--- config.mk ---
export PLATFORM = sky130hd
export DESIGN_NAME = mux_arbitrado_nx1
export DESIGN_NICKNAME = d
export VERILOG_FILES = /design/src/rtl/mux_arbitrado_nx1.sv
export SDC_FILE = /design/constraint.sdc
export NUM_CORES = 1
export LEC_CHECK = 0
export ABC_AREA = 1
export CAP_MARGIN = 20
export CELL_PAD_IN_SITES_DETAIL_PLACEMENT = 1
export CELL_PAD_IN_SITES_GLOBAL_PLACEMENT = 1
export CORE_MARGIN = 5
export CORE_UTILIZATION = 28
export CTS_BUF_LIST = sky130_fd_sc_hd__clkbuf_4 sky130_fd_sc_hd__clkbuf_8 sky130_fd_sc_hd__clkbuf_16
export CTS_CLUSTER_SIZE = 28
export DETAILED_ROUTE_END_ITERATION = 12
export GPL_TIMING_DRIVEN = 0
export HOLD_SLACK_MARGIN = 0.08
export PLACE_DENSITY_LB_ADDON = 0.25
export SYNTH_ARGS = -nofsm -noshare
export SYNTH_HDL_FRONTEND = slang
export SYNTH_SLANG_ARGS = --single-unit
--- constraint.sdc ---
create_clock -name clk -period 3 [get_ports clk]
set_input_delay 0.6 -clock clk [delete_from_list [all_inputs] [get_ports clk]]
set_output_delay 0.6 -clock clk [all_outputs]
set_load 0.01 [all_outputs]
--- src/rtl/mux_arbitrado_nx1.sv ---
// N-to-1 valid/ready selector with a registered output; fixed select or round-robin.
// Optional accepted-transfer counter on Cuenta_out when MUX_CONTADOR_EN is defined.
module mux_arbitrado_nx1 #(
  parameter  int WIDTH   = 5,
  parameter  int CANALES = 4,
  localparam int SEL_W   = $clog2(CANALES)
) (
  input  logic                       clk,
  input  logic                       reset,
  input  logic                       Modo,
  input  logic [SEL_W-1:0]           Control,
  input  logic [CANALES*WIDTH-1:0]   Entrada,
  input  logic [CANALES-1:0]         Valido_in,
  output logic [CANALES-1:0]         Listo_in,
  output logic [WIDTH-1:0]           Salida,
  output logic                       Valido_out,
  output logic [SEL_W-1:0]           Canal_out,
  input  logic                       Listo_out
`ifdef MUX_CONTADOR_EN
  ,
  output logic [15:0]                Cuenta_out
`endif
);

  logic [WIDTH-1:0] salida_q, salida_d;
  logic             valido_q, valido_d;
  logic [SEL_W-1:0] canal_q, canal_d;
  logic [SEL_W-1:0] puntero_q, puntero_d;

  logic             carga;
  logic             grant_vld;
  logic [SEL_W-1:0] grant_idx;
  logic             transfer;
  int               idx;

  assign carga = !valido_q || Listo_out;

  // Fixed mode compares Control against every legal index, so an
  // out-of-range Control simply matches nothing.
  always_comb begin
    grant_vld = 1'b0;
    grant_idx = '0;
    idx       = 0;
    if (!Modo) begin
      for (int i = 0; i < CANALES; i++) begin
        if (Control == SEL_W'(i) && Valido_in[i]) begin
          grant_vld = 1'b1;
          grant_idx = SEL_W'(i);
        end
      end
    end else begin
      for (int k = 0; k < CANALES; k++) begin
        idx = (int'(puntero_q) + k) % CANALES;
        if (!grant_vld && Valido_in[idx]) begin
          grant_vld = 1'b1;
          grant_idx = SEL_W'(idx);
        end
      end
    end
  end

  always_comb begin
    Listo_in = '0;
    for (int i = 0; i < CANALES; i++) begin
      Listo_in[i] = !reset && carga && grant_vld && (grant_idx == SEL_W'(i));
    end
  end

  assign transfer = |(Valido_in & Listo_in);

  always_comb begin
    salida_d  = salida_q;
    valido_d  = valido_q;
    canal_d   = canal_q;
    puntero_d = puntero_q;
    if (transfer) begin
      for (int i = 0; i < CANALES; i++) begin
        if (grant_idx == SEL_W'(i)) salida_d = Entrada[i*WIDTH +: WIDTH];
      end
      valido_d  = 1'b1;
      canal_d   = grant_idx;
      puntero_d = (grant_idx == SEL_W'(CANALES-1)) ? '0 : grant_idx + SEL_W'(1);
    end else if (Listo_out) begin
      valido_d = 1'b0;
    end
  end

  always_ff @(posedge clk) begin
    if (reset) begin
      salida_q  <= '0;
      valido_q  <= 1'b0;
      canal_q   <= '0;
      puntero_q <= '0;
    end else begin
      salida_q  <= salida_d;
      valido_q  <= valido_d;
      canal_q   <= canal_d;
      puntero_q <= puntero_d;
    end
  end

  assign Salida     = salida_q;
  assign Valido_out = valido_q;
  assign Canal_out  = canal_q;

`ifdef MUX_CONTADOR_EN
  logic [15:0] cuenta_q, cuenta_d;

  // Saturating: stays at 16'hFFFF rather than wrapping.
  always_comb begin
    cuenta_d = cuenta_q;
    if (transfer && cuenta_q != 16'hFFFF) cuenta_d = cuenta_q + 16'd1;
  end

  always_ff @(posedge clk) begin
    if (reset) cuenta_q <= '0;
    else       cuenta_q <= cuenta_d;
  end

  assign Cuenta_out = cuenta_q;
`endif

endmodule

==> key figures <==
Worst setup path
  • CP max stage cell: clkdlybuf4s15_2
  • Critical Path Fanout Max: 6
  • WP data arrival: 2.31 ns
  • Critical path type: in -> out
  • Crit end category: output port
  • CP most frequent cell: nand2_2
  • CP startpoint kind: input port
  • Critical Path RT: about 2.4 ns
  • Maximum single-stage delay on the critical path: approximately 0.22 ns
  • Critical path cell sequence: clkdlybuf4s15_2, nand2_1, nand2_2, nand2_2, nand2_4, nor2_8, buf_6, nand3_4, o21a_1, nand2_2, inv_4, buf_12, ha_4, inv_4, nor2_2, buf_2

Clocking
  • Clock slew at reported path FFs: 0.07 ns
  • Clk sinks: 10
  • Root Driver: clkbuf_4
  • H-Tree Depth: 1
  • Longest Clk Path Bufs: 2
  • TritonCTS clock tree: built
  • TritonCTS buffer count: 3
  • Clock Latency Late Sink: between 0.2 and 0.3 ns
  • Hold_buf cts: 0

Logic synthesis
  • Largest family of logic cells by synthesized area: simple AND/OR/NAND/NOR gates
  • Syn nets: around 210
  • FF+latch count, synth: 10
  • Post-synthesis compound-gate area fraction: under 10%
  • Post-Synthesis Cells: between 150 and 200
  • Seq/Total Area, Yosys: roughly a fifth
  • Mapped cell area: 1011 sq um
  • YS warnings: 0
  • Synth Area in XOR/XNOR: 0%
  • Adder-cell share of the synthesized area: slightly below 5%
  • Mean Syn Cell Area: about 5.8 sq um
  • Distinct cells, synth: 22
  • Post-synthesis simple-gate area fraction: between 50% and 60%
  • Mux share of post-synthesis cell area: 0%

Final layout
  • Area Overhead vs Synth: 68.94%
  • Final core occ: between 50% and 60%
  • Multi-input gate area: slightly above 800 sq um
  • Filler cells: around 460
  • # diodes: 0
  • Design Area, Final: roughly 1700 sq um
  • Final nets: about 260
  • Non-Filler Instances: roughly 270
  • Layout cell share with drive strength beyond 1: between 30% and 40%
  • Register Area: about 200 sq um

STA
  • Actual slew at the worst max-slew pin: ~0.3 ns
  • Slew HR: approximately four fifths
  • Setup-failing EPs final: 0
  • Setup TNS: 0 ns
  • Final hold vios: 0
  • Final Max Tran Viols: 0
  • Final hold slack: between 0.4 and 0.5 ns
  • Final Critical Period: roughly 3 ns
  • Max frequency: between 0.3 and 0.4 GHz
  • Worst Skew: roughly 0.0008 ns
  • Setup WS post-layout: approximately 0.087 ns
  • Final period util: approximately 100%

Route
  • Routed Antenna Nets: 0
  • Detailed Route Iter0 Violations: 30
  • Via count: 1309
  • First-pass iteration count of the detailed router: 3
  • Via density per instance: 4.777
  • DR DRC count: 0
  • Detailed-route wire length per cell: about 13 um
  • Total wire length: approximately 3500 um

Floorplanning
  • Ports: 42
  • Starting Density: 29.60%
  • Die area: between 4000 and 5000 sq um
  • Die width: 70.09 um
  • Die Ht: around 70 um
  • Num rows: 21
  • Core footprint: 3416 sq um

Power and ir drop
  • Internal Pwr Total: around 0.55 mW
  • Power share of the combinational group: a little over two thirds
  • Clk pwr share: approximately 12%
  • Power Density: approximately 600 nW/um^2
  • Leak pwr: 0.8042 nW
  • Sw Ratio: between 40% and 50%
  • P_sw: between 0.4 and 0.5 mW
  • Overall power: 1.012 mW
  • Worst VDD drop: roughly 210 uV
  • Reg power frac: between 10% and 20%

Placed design
  • Dpl cell area: 1479 sq um
  • # port buffers: a little over 40
  • Dpl hpwl: between 2000 and 3000 um
  • Setup Slack @ Placement: -1.027 ns
  • Placed instance count: 260
  • Routability cong.: between 0.8 and 0.9

GRT
  • Antenna violations before repair: 0
  • Global Route met2 Usage: between 20% and 30%
  • Met1 Usage GRT: around 14%
  • Met3 usage: under 10%
  • Most Crowded Layer GR: met2
  • First-pass GRT wire length: 5885 um
  • Largest net degree at the start of global routing: 12
  • GRT Overall Usage: between 10 and 15%
  • Overflow after GRT: 0
  • Vias in the first global route: approximately 1400

Worst hold path
  • Hold Crit Class: reg -> reg

Job
  • Number of max-cap violations: 0

Status
  • Status: complete, no violations
final timing paths:
path                     start  slack [ns]  depth (start not counted)            to
hold / removal    Canal_out[0]        0.49                          2  Canal_out[0]
hold reg to reg   Canal_out[0]        0.49                          2  Canal_out[0]
setup reg to reg  puntero_q[0]        0.39                         20  Canal_out[0]
setup / recovery  Valido_in[2]        0.09                         16   Listo_in[3]
layout make-up:
class	count	area share [%]
buffer	1	0.6593
clock buffer	4	2.125
inverter	22	5.568
multi-input combinational	139	47.77
sequential	10	11.79
tap	46	3.370
timing repair buffer	52	28.72
cells by family after synthesis:
family,count (synthesis)
AO/OA/AOI/OAI,16
adder cells (fa/ha/maj),4
flip-flops,10
buffers and inverters,24
AND/OR/NAND/NOR,119
cell usage after synthesis:
master	n	area [sq um]
inv_2	6	22.52
nand2_4	2	22.52
nand4_1	4	25.02
nand2_2	10	62.56
a21oi_2	1	8.760
a21oi_1	1	5.000
inv_6	1	8.760
nand3_4	1	17.52
a21boi_1	1	7.510
ha_1	4	50.05
buf_6	1	11.26
nand3_1	12	60.06
nor2_1	28	105.1
inv_1	15	56.30
o21a_1	1	7.510
clkbuf_1	1	3.750
nor2_8	2	40.04
o21ai_1	7	35.03
dfxtp_1	10	200.2
a31oi_1	5	31.28
nor2_2	2	12.51
nand2_1	58	217.7
metal layers:
layer	wire [um]	share of wire [%]
met2	1946	55
met5	0	0
met4	123	3.5
met3	137	3.9
met1	1332	38
critical path, delay by kind of cell:
kind | cells | cell delay [ns]
AND/OR/NAND/NOR | 8 | 0.70
buffers and inverters | 6 | 0.71
adder cells (fa/ha/maj) | 1 | 0.16
AO/OA/AOI/OAI | 1 | 0.13
timing repair:
| item | in CTS | in global routing |
|---|---|---|
| gates cloned | 0 | 0 |
| pin swaps | 5 | 7 |
| setup endpoints to repair | 13 | 4 |
| resized for setup | 44 | 20 |
| setup buffers | 7 | 4 |
cell usage in the layout, fill, tap and decap left out:
cell             synthesis  layout
dlymetal6s2s_1           0       1
buf_2                    0       4
clkbuf_4                 0       3
nand2_2                 10      16
nand2_1                 58      51
ha_4                     0       2
buf_6                    1       2
inv_4                    0       3
clkbuf_2                 0       1
a21boi_2                 0       1
clkdlybuf4s15_2          0       3
clkbuf_8                 0       1
nor2_1                  28      27
inv_1                   15       9
dfxtp_2                  0       1
dfxtp_1                 10       9
nor2_4                   0       1
a21oi_1                  1       1
ha_2                     0       1
nand3_1                 12       8
o21ai_2                  0       1
o21ai_1                  7       6
nor2_2                   2       2
a21oi_2                  1       1
a31oi_1                  5       5
clkdlybuf4s50_1          0      32
buf_4                    0       9
ha_1                     4       1
inv_6                    1       1
nor2_8                   2       2
nand3_2                  0       1
inv_2                    6       9
buf_12                   0       1
nand2_4                  2       3
o21a_1                   1       1
nand3_4                  1       4
nand4_1                  4       4
state kept, by name (all words and copies together), names as in the netlist:
signal      flops
Salida          5
puntero_q       2
Canal_out       2
Valido_out      1
power groups by stage:
stage	clock, mW	combinational (mW)	sequential, mW
detailed placement	0	0.561	0.182
floorplan	0	0.366	0.190
global route	0.130	0.783	0.184
CTS	0.127	0.668	0.179
global placement	0	0.540	0.180
finish	0.123	0.709	0.180
No activity file was read; power rests on OpenSTA's default activity.
